===== src/rtl/l2_arbiter_rr.sv =====
// Arbitrates I-cache and D-cache line requests onto a single L2 port.
// One transaction in flight; optional round-robin between I and D on conflict.
//
// state   | meaning
// --------+------------------------------------------------------------
// IDLE    | sample L1 requests, arbitrate, latch address / write line
// I_RD    | L2 read on behalf of I-cache, wait for l2_resp
// D_RD    | L2 read on behalf of D-cache, wait for l2_resp
// D_WR    | L2 write on behalf of D-cache, wait for l2_resp
// I_DONE  | one-cycle l1_i_resp, back to IDLE
// D_DONE  | one-cycle l1_d_resp, back to IDLE
module l2_arbiter_rr #(
    parameter bit RR_EN = 1'b1
) (
    input  logic         clk,
    input  logic         rst,
    input  logic         l1_i_read,
    input  logic [15:0]  l1_i_address,
    output logic [127:0] l1_i_rdata,
    output logic         l1_i_resp,
    input  logic         l1_d_read,
    input  logic         l1_d_write,
    input  logic [15:0]  l1_d_address,
    input  logic [127:0] l1_d_wdata,
    output logic [127:0] l1_d_rdata,
    output logic         l1_d_resp,
    input  logic [127:0] l2_rdata,
    input  logic         l2_resp,
    output logic         l2_read,
    output logic         l2_write,
    output logic [15:0]  l2_address,
    output logic [127:0] l2_wdata,
    output logic         d_illegal,
    output logic [15:0]  conflict_cnt
);

    typedef enum logic [2:0] {
        S_IDLE,
        S_I_RD,
        S_D_RD,
        S_D_WR,
        S_I_DONE,
        S_D_DONE
    } state_t;

    state_t         state_q, state_d;
    logic           last_grant_q, last_grant_d;   // 1: D was granted last
    logic           d_illegal_q, d_illegal_d;
    logic [15:0]    conflict_cnt_q, conflict_cnt_d;
    logic [15:0]    l2_address_q, l2_address_d;
    logic [127:0]   l2_wdata_q, l2_wdata_d;
    logic [127:0]   l1_i_rdata_q, l1_i_rdata_d;
    logic [127:0]   l1_d_rdata_q, l1_d_rdata_d;

    logic           d_valid;
    logic           d_both;
    logic           grant_i;
    logic           grant_d;

    // A D request is only valid when exactly one of read/write is asserted.
    assign d_valid = l1_d_read ^ l1_d_write;
    assign d_both  = l1_d_read & l1_d_write;
    assign grant_i = l1_i_read & ~(d_valid & RR_EN & ~last_grant_q);
    assign grant_d = d_valid & ~grant_i;

    always_comb begin
        state_d        = state_q;
        last_grant_d   = last_grant_q;
        d_illegal_d    = d_illegal_q;
        conflict_cnt_d = conflict_cnt_q;
        l2_address_d   = l2_address_q;
        l2_wdata_d     = l2_wdata_q;
        l1_i_rdata_d   = l1_i_rdata_q;
        l1_d_rdata_d   = l1_d_rdata_q;

        case (state_q)
            S_IDLE: begin
                if (d_both) begin
                    d_illegal_d = 1'b1;
                end
                if (l1_i_read && d_valid && (conflict_cnt_q != 16'hFFFF)) begin
                    conflict_cnt_d = conflict_cnt_q + 16'd1;
                end
                if (grant_i) begin
                    state_d      = S_I_RD;
                    l2_address_d = l1_i_address;
                    last_grant_d = 1'b0;
                end else if (grant_d) begin
                    l2_address_d = l1_d_address;
                    last_grant_d = 1'b1;
                    if (l1_d_write) begin
                        state_d    = S_D_WR;
                        l2_wdata_d = l1_d_wdata;
                    end else begin
                        state_d = S_D_RD;
                    end
                end
            end
            S_I_RD: begin
                if (l2_resp) begin
                    state_d      = S_I_DONE;
                    l1_i_rdata_d = l2_rdata;
                end
            end
            S_D_RD: begin
                if (l2_resp) begin
                    state_d      = S_D_DONE;
                    l1_d_rdata_d = l2_rdata;
                end
            end
            S_D_WR: begin
                if (l2_resp) begin
                    state_d = S_D_DONE;
                end
            end
            S_I_DONE: state_d = S_IDLE;
            S_D_DONE: state_d = S_IDLE;
            default:  state_d = S_IDLE;
        endcase
    end

    always_ff @(posedge clk) begin
        if (rst) begin
            state_q        <= S_IDLE;
            last_grant_q   <= 1'b1;
            d_illegal_q    <= 1'b0;
            conflict_cnt_q <= 16'd0;
            l2_address_q   <= 16'd0;
            l2_wdata_q     <= 128'd0;
            l1_i_rdata_q   <= 128'd0;
            l1_d_rdata_q   <= 128'd0;
        end else begin
            state_q        <= state_d;
            last_grant_q   <= last_grant_d;
            d_illegal_q    <= d_illegal_d;
            conflict_cnt_q <= conflict_cnt_d;
            l2_address_q   <= l2_address_d;
            l2_wdata_q     <= l2_wdata_d;
            l1_i_rdata_q   <= l1_i_rdata_d;
            l1_d_rdata_q   <= l1_d_rdata_d;
        end
    end

    assign l2_read      = (state_q == S_I_RD) || (state_q == S_D_RD);
    assign l2_write     = (state_q == S_D_WR);
    assign l1_i_resp    = (state_q == S_I_DONE);
    assign l1_d_resp    = (state_q == S_D_DONE);
    assign l2_address   = l2_address_q;
    assign l2_wdata     = l2_wdata_q;
    assign l1_i_rdata   = l1_i_rdata_q;
    assign l1_d_rdata   = l1_d_rdata_q;
    assign d_illegal    = d_illegal_q;
    assign conflict_cnt = conflict_cnt_q;

endmodule

===== config.mk =====
export PLATFORM = sky130hd
export DESIGN_NAME = l2_arbiter_rr
export DESIGN_NICKNAME = d
export VERILOG_FILES = /design/src/rtl/l2_arbiter_rr.sv
export SDC_FILE = /design/constraint.sdc
export NUM_CORES = 1
export LEC_CHECK = 0
export ABC_AREA = 1
export BUFFER_PORTS_ARGS = -buffer_cell sky130_fd_sc_hd__buf_2
export CORE_AREA = 4 4 276 278
export CTS_BUF_LIST = sky130_fd_sc_hd__clkbuf_16
export DETAILED_ROUTE_END_ITERATION = 10
export DIE_AREA = 0 0 280 282
export GPL_TIMING_DRIVEN = 0
export PLACE_DENSITY = 0.45
export SYNTH_ARGS = -nofsm -noshare
export SYNTH_HDL_FRONTEND = slang
export SYNTH_SLANG_ARGS = --single-unit
export TNS_END_PERCENT = 20

===== constraint.sdc =====
create_clock -name clk -period 4.92 [get_ports clk]
set_input_delay 0.246 -clock clk [delete_from_list [all_inputs] [get_ports clk]]
set_output_delay 0.246 -clock clk [all_outputs]
set_load 0.02 [all_outputs]

==> flow_metrics.env <==
export IMPL_cts_resized=0
export IMPL_p_comb_share_pct=25.0
export IMPL_grt_pass1_vias=17680
export IMPL_worstHoldPathCells=5
export IMPL_core_area_sq_um=73950
export IMPL_syn_avg_cell_area_sq_um=7.637
export IMPL_ys_ff_latch=421
export IMPL_fp_row_count=100
export IMPL_power_switching_mw=3.425
export IMPL_netlist_area_sq_um=15480
export IMPL_setup_violations=0
export IMPL_min_path_type="in2reg"
export IMPL_clk_latency_ns=0.60
export IMPL_layout_area_seq_sq_um=8428
export IMPL_drt_total_wl_mm=78.66
export IMPL_finalCritPeriodShare_pct=53.26
export IMPL_multi_input_area_sq_um=6192
export IMPL_detail_route_iter0_violations=803
export IMPL_worstPathRequired_ns=5.39
export IMPL_root_buffer="clkbuf_16"
export IMPL_cellPowerDensity_nw_per_um2=409.5
export IMPL_cts_tree="done"
export IMPL_viasPerCell=4.348
export IMPL_crit_arrival_ns=3.09
export IMPL_cp_end_kind="flop"
export IMPL_area_growth_syn_to_layout_pct=58.28
export IMPL_p_sw_share_pct=34.14
export IMPL_syn_nets=2323
export IMPL_yosysWarningCount=0
export IMPL_hold_viol=0
export IMPL_clock_path_buffers=3
export IMPL_path_clk_slew_ns=0.06
export IMPL_min_period_ns=2.620
export IMPL_p_leak_nw=11.06
export IMPL_cts_max_level=2
export IMPL_layout_common_cells="761 x buf_2, 588 x nor2_1, 421 x dfxtp_1"
export IMPL_synth_area_top_cells="dfxtp_1 54%, nor2_1 14%, o21ai_0 8.8%"
export IMPL_timing_fmax_ghz=0.3816
export IMPL_wl_met2_mm=38.77
export IMPL_grt_ovfl_total=0
export IMPL_die_x_microns=280
export IMPL_max_cap_violations=0
export IMPL_grt_pass1_wl_mm=113.2
export IMPL_die_area_sq_um=78960
export IMPL_netlist_instances=2027
export IMPL_port_buffers=713
export IMPL_nNetsFinal=3354
export IMPL_initial_utilization_pct=20.93
export IMPL_pwr_share_clk_pct=35.8
export IMPL_worstMarginPinSlew_ns=1.245
export IMPL_antenna_found_initial=1
export IMPL_antenna_left=0
export IMPL_setup_tns_final_ns=0
export IMPL_first_pass_iters=5
export IMPL_io_pins=715
export IMPL_clock_sinks=421
export IMPL_layout_commonest_cell="buf_2"
export IMPL_outcome="finished, final reports clean"
export IMPL_internal_power_mw=6.608
export IMPL_fin_area_sq_um=24500
export IMPL_top_layer="met4"
export IMPL_slew_headroom_pct=17.00
export IMPL_drive_gt1_share_pct=27.36
export IMPL_dpl_cell_area_sq_um=20260
export IMPL_grt_total_usage_pct=18.84
export IMPL_critPathKind="reg2reg"
export IMPL_drc=0
export IMPL_fill_cells=8054
export IMPL_finClkSkew_ns=0.01482
export IMPL_routedWlPerCell_microns=19.34
export IMPL_p_total_mw=10.03
export IMPL_wl_met3_mm=6.958
export IMPL_synth_top_area_share_pct=54.45
export IMPL_cts_made_buffers=49
export IMPL_slew_violations=0
export IMPL_drt_met1_wl_mm=29.51
export IMPL_grt_max_degree=15
export IMPL_die_y_microns=282
export IMPL_gp_congestion=0.8741
export IMPL_yosysSeqAreaShare_pct=54.45
export IMPL_ys_types=22
export IMPL_seqPwrFrac_pct=39.3
export IMPL_startpoint_type="flop"
export IMPL_reg2reg_depth=7
export IMPL_vias=17680
export IMPL_yosysTopAreaCell="dfxtp_1"
export IMPL_peakVddDrop_v=0.0002685
export IMPL_grt_setup_unrepaired="false"
export IMPL_dpl_hpwl_mm=60.67
export IMPL_crit_path_max_fanout=10
## worst max-delay path: stages, from the launching register on
cell and delay [ns]:
dfxtp_1 0.33, inv_1 0.09, nand3_1 0.29, a21oi_2 0.58, clkinv_1 0.46, clkbuf_1 0.42, nor2_1 0.25, nor2_1 0.07
## metrics by stage
stage	utilization [%]	hold WS [ns]	setup slack [ns]	instances
global route	33.13	0.04369	2.078	4066
global placement	27.40	0.4387	1.485	3709
finish	33.14	0.04138	2.300	4067
CTS	33.13	0.002068	2.157	4065
detailed placement	27.40	0.4494	1.490	3709
floorplan	-	0.3864	3.155	2027
## routing by layer
metal | global-route usage, % | vias up
met3 | 6.334 | 135
met5 | 0 | -
met1 | 20.45 | 8100
met4 | 7.732 | 0
met2 | 33.78 | 680
li1 | - | 8769
## cells in the mapped netlist, drive strengths merged
library cell / count
a21oi: 138
buf: 62
clkbuf: 103
clkinv: 3
dfxtp: 421
ha: 2
inv: 35
nand2: 240
nand3: 23
nand3b: 1
nand4: 128
nor2: 589
nor3: 4
o21ai: 276
xor2: 2
## power by group through the flow
| stage | logic [mW] | registers, mW | clock network, mW |
|---|---|---|---|
| global route | 2.74 | 3.98 | 3.82 |
| floorplan | 0.908 | 4.40 | 0 |
| global placement | 2.35 | 4.00 | 0 |
| detailed placement | 2.35 | 4.01 | 0 |
| CTS | 2.53 | 3.94 | 3.71 |
| finish | 2.51 | 3.94 | 3.59 |
## cells by family after synthesis
logic type               count (synthesis)  share of synthesized area, %
XOR/XNOR                                 2                        0.1132
flip-flops                             421                         54.45
AND/OR/NAND/NOR                        985                         26.24
adder cells (fa/ha/maj)                  2                        0.1616
buffers and inverters                  203                         5.553
AO/OA/AOI/OAI                          414                         13.48
## state kept, by name, indices dropped and copies added (netlist names)
name	cells
l1_d_rdata	128
l1_i_rdata	128
l2_wdata	128
conflict_cnt	16
l2_address	16
state_q	3
d_illegal	1
last_grant_q	1
## final timing paths
kind         slack (ns)                    endpoint               startpoint
min                0.04  l2_address[7]$_SDFFE_PP0P_          l1_i_address[7]
max                2.30  l2_address[9]$_SDFFE_PP0P_  state_q[1]$_SDFFE_PP0P_
max reg2reg        2.30  l2_address[9]$_SDFFE_PP0P_  state_q[1]$_SDFFE_PP0P_
min reg2reg        0.46      d_illegal$_SDFFE_PP0P_   d_illegal$_SDFFE_PP0P_
## area by class of cell
cell class | instances | share of cell area [%]
Antenna cell | 2 | 0.02043
Sequential cell | 421 | 34.40
Clock buffer | 49 | 5.004
Inverter | 38 | 0.5821
Buffer | 165 | 2.926
Timing Repair Buffer | 980 | 25.47
Tap cell | 969 | 4.948
Multi-Input combinational cell | 1403 | 25.27
Clock inverter | 40 | 1.379
## what timing repair did
| item | 4_1_cts | 5_1_grt |
|---|---|---|
| hold buffers | 267 | 0 |
| hold endpoints to repair | 393 | 0 |
| setup buffers | 0 | 0 |
No activity file was read; power rests on OpenSTA's default activity.
